--- config.mk ---
export PLATFORM = sky130hd
export DESIGN_NAME = cvxif_issue_queue
export DESIGN_NICKNAME = d
export VERILOG_FILES = /design/src/rtl/cvxif_instr_pkg.sv /design/src/rtl/cvxif_instr_decoder.sv /design/src/rtl/cvxif_issue_queue.sv
export SDC_FILE = /design/constraint.sdc
export NUM_CORES = 1
export LEC_CHECK = 0
export BUFFER_PORTS_ARGS = -buffer_cell sky130_fd_sc_hd__buf_2
export CORE_MARGIN = 8
export CORE_UTILIZATION = 56
export DETAILED_ROUTE_END_ITERATION = 7
export PLACE_DENSITY = 0.79
export SLEW_MARGIN = 20
export SYNTH_ARGS = -nofsm -noshare
export SYNTH_HDL_FRONTEND = slang
export SYNTH_SLANG_ARGS = --single-unit
--- constraint.sdc ---
create_clock -name clk_i -period 8.63 [get_ports clk_i]
set_clock_uncertainty 0.15 [all_clocks]
set_input_delay 0.863 -clock clk_i [delete_from_list [all_inputs] [get_ports clk_i]]
set_output_delay 0.863 -clock clk_i [all_outputs]
set_load 0.02 [all_outputs]
--- src/rtl/cvxif_instr_pkg.sv ---
// Coprocessor instruction definitions shared by the decoder and the issue queue.
//
// Contents:
//   NbRegRead          width of the register_read field (rs1/rs2/rs3)
//   opcode_t           internal operation code carried to the dispatch side
//   copro_instr_t      one decode-table entry {instr, mask, accept, writeback,
//                      register_read, opcode}
//   CoproInstrDefault  default two-entry table (NOP, FXMADD)
//   rs_covered()       checks that every source register an entry reads
//                      has a valid operand
package cvxif_instr_pkg;

   localparam int unsigned NbRegRead = 3;

   typedef enum logic [3:0] {
      ILLEGAL = 4'b0000,
      NOP     = 4'b0001,
      FXMADD  = 4'b0010
   } opcode_t;

   typedef struct packed {
      logic [31:0]          instr;
      logic [31:0]          mask;
      logic                 accept;
      logic                 writeback;
      logic [NbRegRead-1:0] register_read;
      opcode_t              opcode;
   } copro_instr_t;

   localparam int unsigned NbInstrDefault = 2;

   // NOP is an exact match on custom-3 with all other bits zero.
   // FXMADD only constrains opcode and funct3, so rd/rs fields are free.
   localparam copro_instr_t CoproInstrDefault [NbInstrDefault] = '{
      '{instr: 32'h0000_007B, mask: 32'hFFFF_FFFF, accept: 1'b1, writeback: 1'b0,
        register_read: 3'b000, opcode: NOP},
      '{instr: 32'h0000_002B, mask: 32'h0000_707F, accept: 1'b1, writeback: 1'b1,
        register_read: 3'b111, opcode: FXMADD}
   };

   // True when every register the instruction reads has a valid operand.
   function automatic logic rs_covered(input logic [NbRegRead-1:0] need,
                                       input logic [NbRegRead-1:0] have);
      return (need & ~have) == '0;
   endfunction

endpackage

--- src/rtl/cvxif_instr_decoder.sv ---
// Combinational decoder for coprocessor instructions.
//
// Ports:
//   instr      in  32         instruction word offered on the issue interface
//   rs_valid   in  NbRegRead  which source operands are valid
//   accept     out 1          instruction is known, acceptable and has its operands
//   writeback  out 1          accepted instruction writes a result back
//   opcode     out 4          decoded operation (ILLEGAL when nothing matches)
module cvxif_instr_decoder
   import cvxif_instr_pkg::*;
#(
   parameter int unsigned  NbInstr                = 2,
   parameter copro_instr_t CoproInstr [NbInstr]   = CoproInstrDefault
) (
   input  logic [31:0]          instr,
   input  logic [NbRegRead-1:0] rs_valid,
   output logic                 accept,
   output logic                 writeback,
   output logic [3:0]           opcode
);

   logic [NbInstr-1:0] hit;

   for (genvar gi = 0; gi < NbInstr; gi++) begin : g_match
      assign hit[gi] = ((instr & CoproInstr[gi].mask) == CoproInstr[gi].instr);
   end

   // Walk from the highest index down so the lowest matching entry is the
   // last one assigned and therefore wins.
   always_comb begin
      accept    = 1'b0;
      writeback = 1'b0;
      opcode    = ILLEGAL;
      for (int k = int'(NbInstr) - 1; k >= 0; k--) begin
         if (hit[k]) begin
            accept    = CoproInstr[k].accept &&
                        rs_covered(CoproInstr[k].register_read, rs_valid);
            writeback = CoproInstr[k].accept &&
                        rs_covered(CoproInstr[k].register_read, rs_valid) &&
                        CoproInstr[k].writeback;
            opcode    = CoproInstr[k].opcode;
         end
      end
   end

endmodule

--- src/rtl/cvxif_issue_queue.sv ---
// In-order issue queue between a CV-X-IF issue/commit interface and a
// coprocessor execution unit.
//
// Instructions are decoded and answered in the handshake cycle, stored at the
// tail, and leave from the head only once their commit has arrived. A killed
// head is dropped without a dispatch handshake. Younger entries never bypass
// an uncommitted head.
//
// Ports:
//   clk_i, rst_i                 clock, synchronous active-high reset
//   issue_valid_i/issue_ready_o  issue handshake
//   issue_instr_i                instruction word (32)
//   issue_id_i                   instruction id (IdWidth)
//   issue_rs_i, issue_rs_valid_i source operands (3xXLEN) and their valid bits
//   issue_accept_o               zero-latency accept response
//   issue_writeback_o            zero-latency writeback response
//   commit_valid_i, commit_id_i  commit of one id
//   commit_kill_i                the committed id is to be discarded
//   disp_valid_o/disp_ready_i    dispatch handshake
//   disp_opcode_o, disp_id_o, disp_rs_o, disp_writeback_o  head entry payload
//   flush_i                      empty the queue (overrides a same-cycle push)
//   count_o                      occupancy
module cvxif_issue_queue
   import cvxif_instr_pkg::*;
#(
   parameter int unsigned  XLEN                 = 32,
   parameter int unsigned  IdWidth              = 3,
   parameter int unsigned  Depth                = 4,
   parameter int unsigned  NbInstr              = 2,
   parameter copro_instr_t CoproInstr [NbInstr] = CoproInstrDefault
) (
   input  logic                  clk_i,
   input  logic                  rst_i,
   // issue
   input  logic                  issue_valid_i,
   output logic                  issue_ready_o,
   input  logic [31:0]           issue_instr_i,
   input  logic [IdWidth-1:0]    issue_id_i,
   input  logic [3*XLEN-1:0]     issue_rs_i,
   input  logic [2:0]            issue_rs_valid_i,
   output logic                  issue_accept_o,
   output logic                  issue_writeback_o,
   // commit
   input  logic                  commit_valid_i,
   input  logic [IdWidth-1:0]    commit_id_i,
   input  logic                  commit_kill_i,
   // dispatch
   output logic                  disp_valid_o,
   input  logic                  disp_ready_i,
   output logic [3:0]            disp_opcode_o,
   output logic [IdWidth-1:0]    disp_id_o,
   output logic [3*XLEN-1:0]     disp_rs_o,
   output logic                  disp_writeback_o,
   // status
   input  logic                  flush_i,
   output logic [$clog2(Depth):0] count_o
);

   localparam int unsigned PtrW = $clog2(Depth);

   // ------------------------------------------------------------------
   // Decode
   // ------------------------------------------------------------------
   logic       dec_accept;
   logic       dec_writeback;
   logic [3:0] dec_opcode;

   cvxif_instr_decoder #(
      .NbInstr    (NbInstr),
      .CoproInstr (CoproInstr)
   ) u_decoder (
      .instr     (issue_instr_i),
      .rs_valid  (issue_rs_valid_i),
      .accept    (dec_accept),
      .writeback (dec_writeback),
      .opcode    (dec_opcode)
   );

   assign issue_accept_o    = dec_accept;
   assign issue_writeback_o = dec_writeback;

   // ------------------------------------------------------------------
   // Queue state
   // ------------------------------------------------------------------
   logic [PtrW-1:0]  head_reg;
   logic [PtrW-1:0]  tail_reg;
   logic [PtrW:0]    count_reg;
   logic [PtrW:0]    count_next;

   logic [Depth-1:0] valid_vec;
   logic [Depth-1:0] committed_vec;
   logic [Depth-1:0] killed_vec;

   // Payload storage; written only on push, never reset.
   logic [3:0]         opcode_mem [Depth];
   logic [IdWidth-1:0] id_mem     [Depth];
   logic [3*XLEN-1:0]  rs_mem     [Depth];
   logic [Depth-1:0]   wb_mem;

   logic head_valid;
   logic head_committed;
   logic head_killed;
   logic full;
   logic push;
   logic pop;
   logic drop;
   logic dispatch;
   logic commit_new;

   assign head_valid     = valid_vec[head_reg];
   assign head_committed = committed_vec[head_reg];
   assign head_killed    = killed_vec[head_reg];
   assign full           = (count_reg == (PtrW+1)'(Depth));

   // Reset blocks any dispatch or drop in its own cycle.
   assign disp_valid_o = !rst_i && head_valid && head_committed && !head_killed;
   assign dispatch     = disp_valid_o && disp_ready_i;
   assign drop         = !rst_i && head_valid && head_killed;
   assign pop          = dispatch || drop;

   // A slot freed this cycle can be reused by a push in the same cycle.
   assign issue_ready_o = !full || pop;
   assign push          = issue_valid_i && issue_ready_o && dec_accept && !flush_i && !rst_i;

   // A commit for the id being issued right now lands on the new entry.
   assign commit_new = commit_valid_i && (commit_id_i == issue_id_i);

   always_comb begin
      count_next = count_reg;
      case ({push, pop})
         2'b10:   count_next = count_reg + 1'b1;
         2'b01:   count_next = count_reg - 1'b1;
         default: count_next = count_reg;
      endcase
   end

   always_ff @(posedge clk_i) begin
      if (rst_i || flush_i) begin
         head_reg  <= '0;
         tail_reg  <= '0;
         count_reg <= '0;
      end else begin
         if (push) tail_reg <= tail_reg + 1'b1;
         if (pop)  head_reg <= head_reg + 1'b1;
         count_reg <= count_next;
      end
   end

   // ------------------------------------------------------------------
   // Per-entry status bits
   // ------------------------------------------------------------------
   for (genvar gi = 0; gi < Depth; gi++) begin : g_entry
      logic valid_reg;
      logic committed_reg;
      logic killed_reg;
      logic push_here;
      logic pop_here;
      logic commit_here;

      assign push_here   = push && (tail_reg == PtrW'(gi));
      assign pop_here    = pop  && (head_reg == PtrW'(gi));
      assign commit_here = commit_valid_i && valid_reg && (id_mem[gi] == commit_id_i);

      // When full, head and tail share a slot; the push must win over the
      // pop so the new entry is not cleared as the old one leaves.
      always_ff @(posedge clk_i) begin
         if (rst_i || flush_i) begin
            valid_reg     <= 1'b0;
            committed_reg <= 1'b0;
            killed_reg    <= 1'b0;
         end else if (push_here) begin
            valid_reg     <= 1'b1;
            committed_reg <= commit_new;
            killed_reg    <= commit_new && commit_kill_i;
         end else if (pop_here) begin
            valid_reg     <= 1'b0;
            committed_reg <= 1'b0;
            killed_reg    <= 1'b0;
         end else if (commit_here) begin
            committed_reg <= 1'b1;
            killed_reg    <= commit_kill_i;
         end
      end

      assign valid_vec[gi]     = valid_reg;
      assign committed_vec[gi] = committed_reg;
      assign killed_vec[gi]    = killed_reg;
   end

   always_ff @(posedge clk_i) begin
      if (push) begin
         opcode_mem[tail_reg] <= dec_opcode;
         id_mem[tail_reg]     <= issue_id_i;
         rs_mem[tail_reg]     <= issue_rs_i;
         wb_mem[tail_reg]     <= dec_writeback;
      end
   end

   // ------------------------------------------------------------------
   // Outputs
   // ------------------------------------------------------------------
   assign disp_opcode_o    = opcode_mem[head_reg];
   assign disp_id_o        = id_mem[head_reg];
   assign disp_rs_o        = rs_mem[head_reg];
   assign disp_writeback_o = wb_mem[head_reg];
   assign count_o          = count_reg;

endmodule
==> flow_metrics.tcl <==
set metrics [dict create \
    crit_chain "mux4_1 -> nor2b_1 -> o31a_1 -> buf_4 -> o2111ai_2 -> inv_4 -> buf_4" \
    rsz0062_at_grt "no" \
    cts_buffers 41 \
    ys.flop_type "edfxtp_1" \
    tns_ps 0 \
    die_y_um 187 \
    clock_latency_ps 520 \
    yosys-top-cells-area "edfxtp_1 75%, mux4_2 14%, dfxtp_1 2.6%" \
    antenna_found_initial 7 \
    htree_num_levels 2 \
    largest_reg_flops 384 \
    port_buffers 252 \
    leakagePower_nw 6.42 \
    place_congestion 0.841 \
    maxClockFrequency_mhz 253 \
    top_register "rs_mem" \
    cpPeakStageDelay_ps 850 \
    die_area_um2 34900 \
    power_density_nw_per_um2 206 \
    hold_viol_final 0 \
    first_pass_iters 4 \
    end_kind "flop" \
    hold_path.class "flop to flop" \
    cts_root_buf "clkbuf_16" \
    cts_tree "yes" \
    worstSetupPathType "flop to flop" \
    top_regs "rs_mem x384, id_mem x12, opcode_mem x8" \
    crit_arrival_ps 3940 \
    antenna_left 0 \
    drv_slew 0 \
    rows 62 \
    async_flop_share 0 \
    globalRouteTotalUtil 0.189 \
    final_cells 1415 \
    yosysSeqAreaShare 0.775 \
    drt_iter0_drc 592 \
    grt_pass1_vias 8880 \
    synth_edf_count 408 \
    area_growth_pct 17.9 \
    postCtsSetupRepairBufs 0 \
    crit_top_cell "buf_4" \
    totalWireLength_mm 33.1 \
    dp.cells 1333 \
    cp_slowest_cell "buf_4" \
    cts.reportedPaths.clkPinSlew_ps 60 \
    status "completed" \
    core_um2 28700 \
    hold_buffers 0 \
    min_period_ps 3950 \
    cts_max_path_buffers 3 \
    vias 8071 \
    tightest_slew_ps 938 \
    setup_viol 0 \
    synth.avg_cell_area_um2 22.7 \
    synth_largest_area_cell "edfxtp_1" \
    synth.distinct_cells 50 \
    ys_ff_latch 429 \
    io_pins 255 \
    synth_top_area_frac 0.750 \
    die_w_um 187 \
    post-route-period-util 0.458 \
    hpwl_mm 20.9 \
    cts.sinks 429 \
    cp_top_family "buffers and inverters" \
    grt_max_degree 66 \
    required_ps 8610 \
    wl_per_cell_um 23.4 \
    gr-total-overflow 0 \
    nets 1146 \
    vdd_drop_max_mv 0.133 \
    final_layout_size_suffix_gt1_frac 0.426 \
    critPathBufInv 3 \
    drc 0 \
    maxCapViolations 0 \
    yosys_warnings 0 \
    start_kind "flop" \
    initial_core_util 0.569 \
    via_per_inst 5.70 \
    grt_pass1_wl_mm 51.3 \
    post_cts_resize_count 0 \
    syn-cell-area_um2 16300 \
    maxSlewHeadroom 0.375 \
    synth_cells 719 \
    critPathMaxFanout 65 \
]
[routing by layer]
metal / part of all wire / routed length (um) / GRT usage / up-vias
met5: 0.00082 / 27 / 0 / -
met4: 0.017 / 550 / 0.0531 / 4
met3: 0.059 / 1950 / 0.0444 / 49
met2: 0.51 / 17000 / 0.318 / 283
met1: 0.41 / 13600 / 0.244 / 4160
li1: - / - / - / 3575
[cell families (layout without fill, tap and decap cells)]
group | after synthesis | in the layout | share of synthesized area
other cells | 1 | 9 | 0.000229
flops | 429 | 429 | 0.775
xor+xnor | 18 | 18 | 0.00965
compound gates | 35 | 35 | 0.0185
mux | 120 | 120 | 0.154
simple gates | 61 | 61 | 0.0211
fa+ha+maj | 10 | 10 | 0.00812
buf+inv | 45 | 349 | 0.0129
[cells in the mapped netlist (all sizes together), types with 2 or more instances]
| library cell | count |
|---|---|
| a211oi | 4 |
| a21bo | 4 |
| a21o | 4 |
| a21oi | 7 |
| and3 | 4 |
| buf | 20 |
| clkbuf | 12 |
| dfxtp | 21 |
| edfxtp | 408 |
| ha | 9 |
| inv | 13 |
| mux2 | 5 |
| mux2i | 11 |
| mux4 | 104 |
| nand2 | 13 |
| nand4 | 4 |
| nor2 | 10 |
| nor3 | 2 |
| nor4 | 14 |
| nor4b | 3 |
| o2111ai | 3 |
| o211ai | 2 |
| o21ai | 6 |
| or2 | 2 |
| xor2 | 17 |
[final timing paths]
path                             from                       end  slack [ps]  depth (start not counted)
min reg2reg  tail_reg[0]$_SDFFE_PP0P_  tail_reg[0]$_SDFFE_PP0P_         360                          2
max reg2reg  head_reg[0]$_SDFFE_PP0N_   rs_mem[3][68]$_DFFE_PP_        4680                          7
min          tail_reg[0]$_SDFFE_PP0P_  tail_reg[0]$_SDFFE_PP0P_         360                          2
max          head_reg[0]$_SDFFE_PP0N_   rs_mem[3][68]$_DFFE_PP_        4680                          7
[report_power, final]
group	total (mW)	internal, mW	switching (mW)
clock network	1.62	0.908	0.716
registers	2.27	2.27	0.00000197
logic	0.0654	0.0271	0.0384
total	3.96	3.21	0.755
[final cells by class]
| cell class | instances | area, um^2 |
|---|---|---|
| inverter | 13 | 56.3 |
| clock inverter | 27 | 179 |
| antenna | 7 | 17.5 |
| multi-input combinational | 246 | 3470 |
| clock buffer | 48 | 1050 |
| sequential | 429 | 12700 |
| fill | 1875 | 9440 |
| timing repair buffer | 261 | 1330 |
| tap | 384 | 480 |
[worst register-to-register path: cells and delay by family (launching register included)]
| kind | cells | cell delay, ps |
|---|---|---|
| mux | 1 | 410 |
| flops | 1 | 680 |
| simple gates | 1 | 200 |
| compound gates | 2 | 450 |
| buf+inv | 3 | 1660 |
[layout by cell type, fill, tap and decap left out, types with 10 or more instances in the layout]
cell,count
nand2_1,13
xor2_1,17
clkinv_1,12
clkbuf_16,41
inv_1,10
mux2i_1,11
dfxtp_1,19
mux4_2,103
nor4_1,14
edfxtp_1,408
buf_2,252
[stage by stage]
stage / hold WS, ps / utilization / cell area (um^2) / total power, mW / worst slack, ps
final: 361 / 0.671 / 19300 / 3.96 / 4680
after global routing: 380 / 0.671 / 19300 / 4.08 / 4360
after CTS: 360 / 0.671 / 19200 / 4.00 / 4600
after detailed placement: 352 / 0.628 / 18000 / 2.38 / 4380
after global placement: 342 / 0.628 / 18000 / 2.38 / 4420
after floorplan: 318 / - / 16300 / 2.33 / 1620
Power figures use the tool's default switching activity.
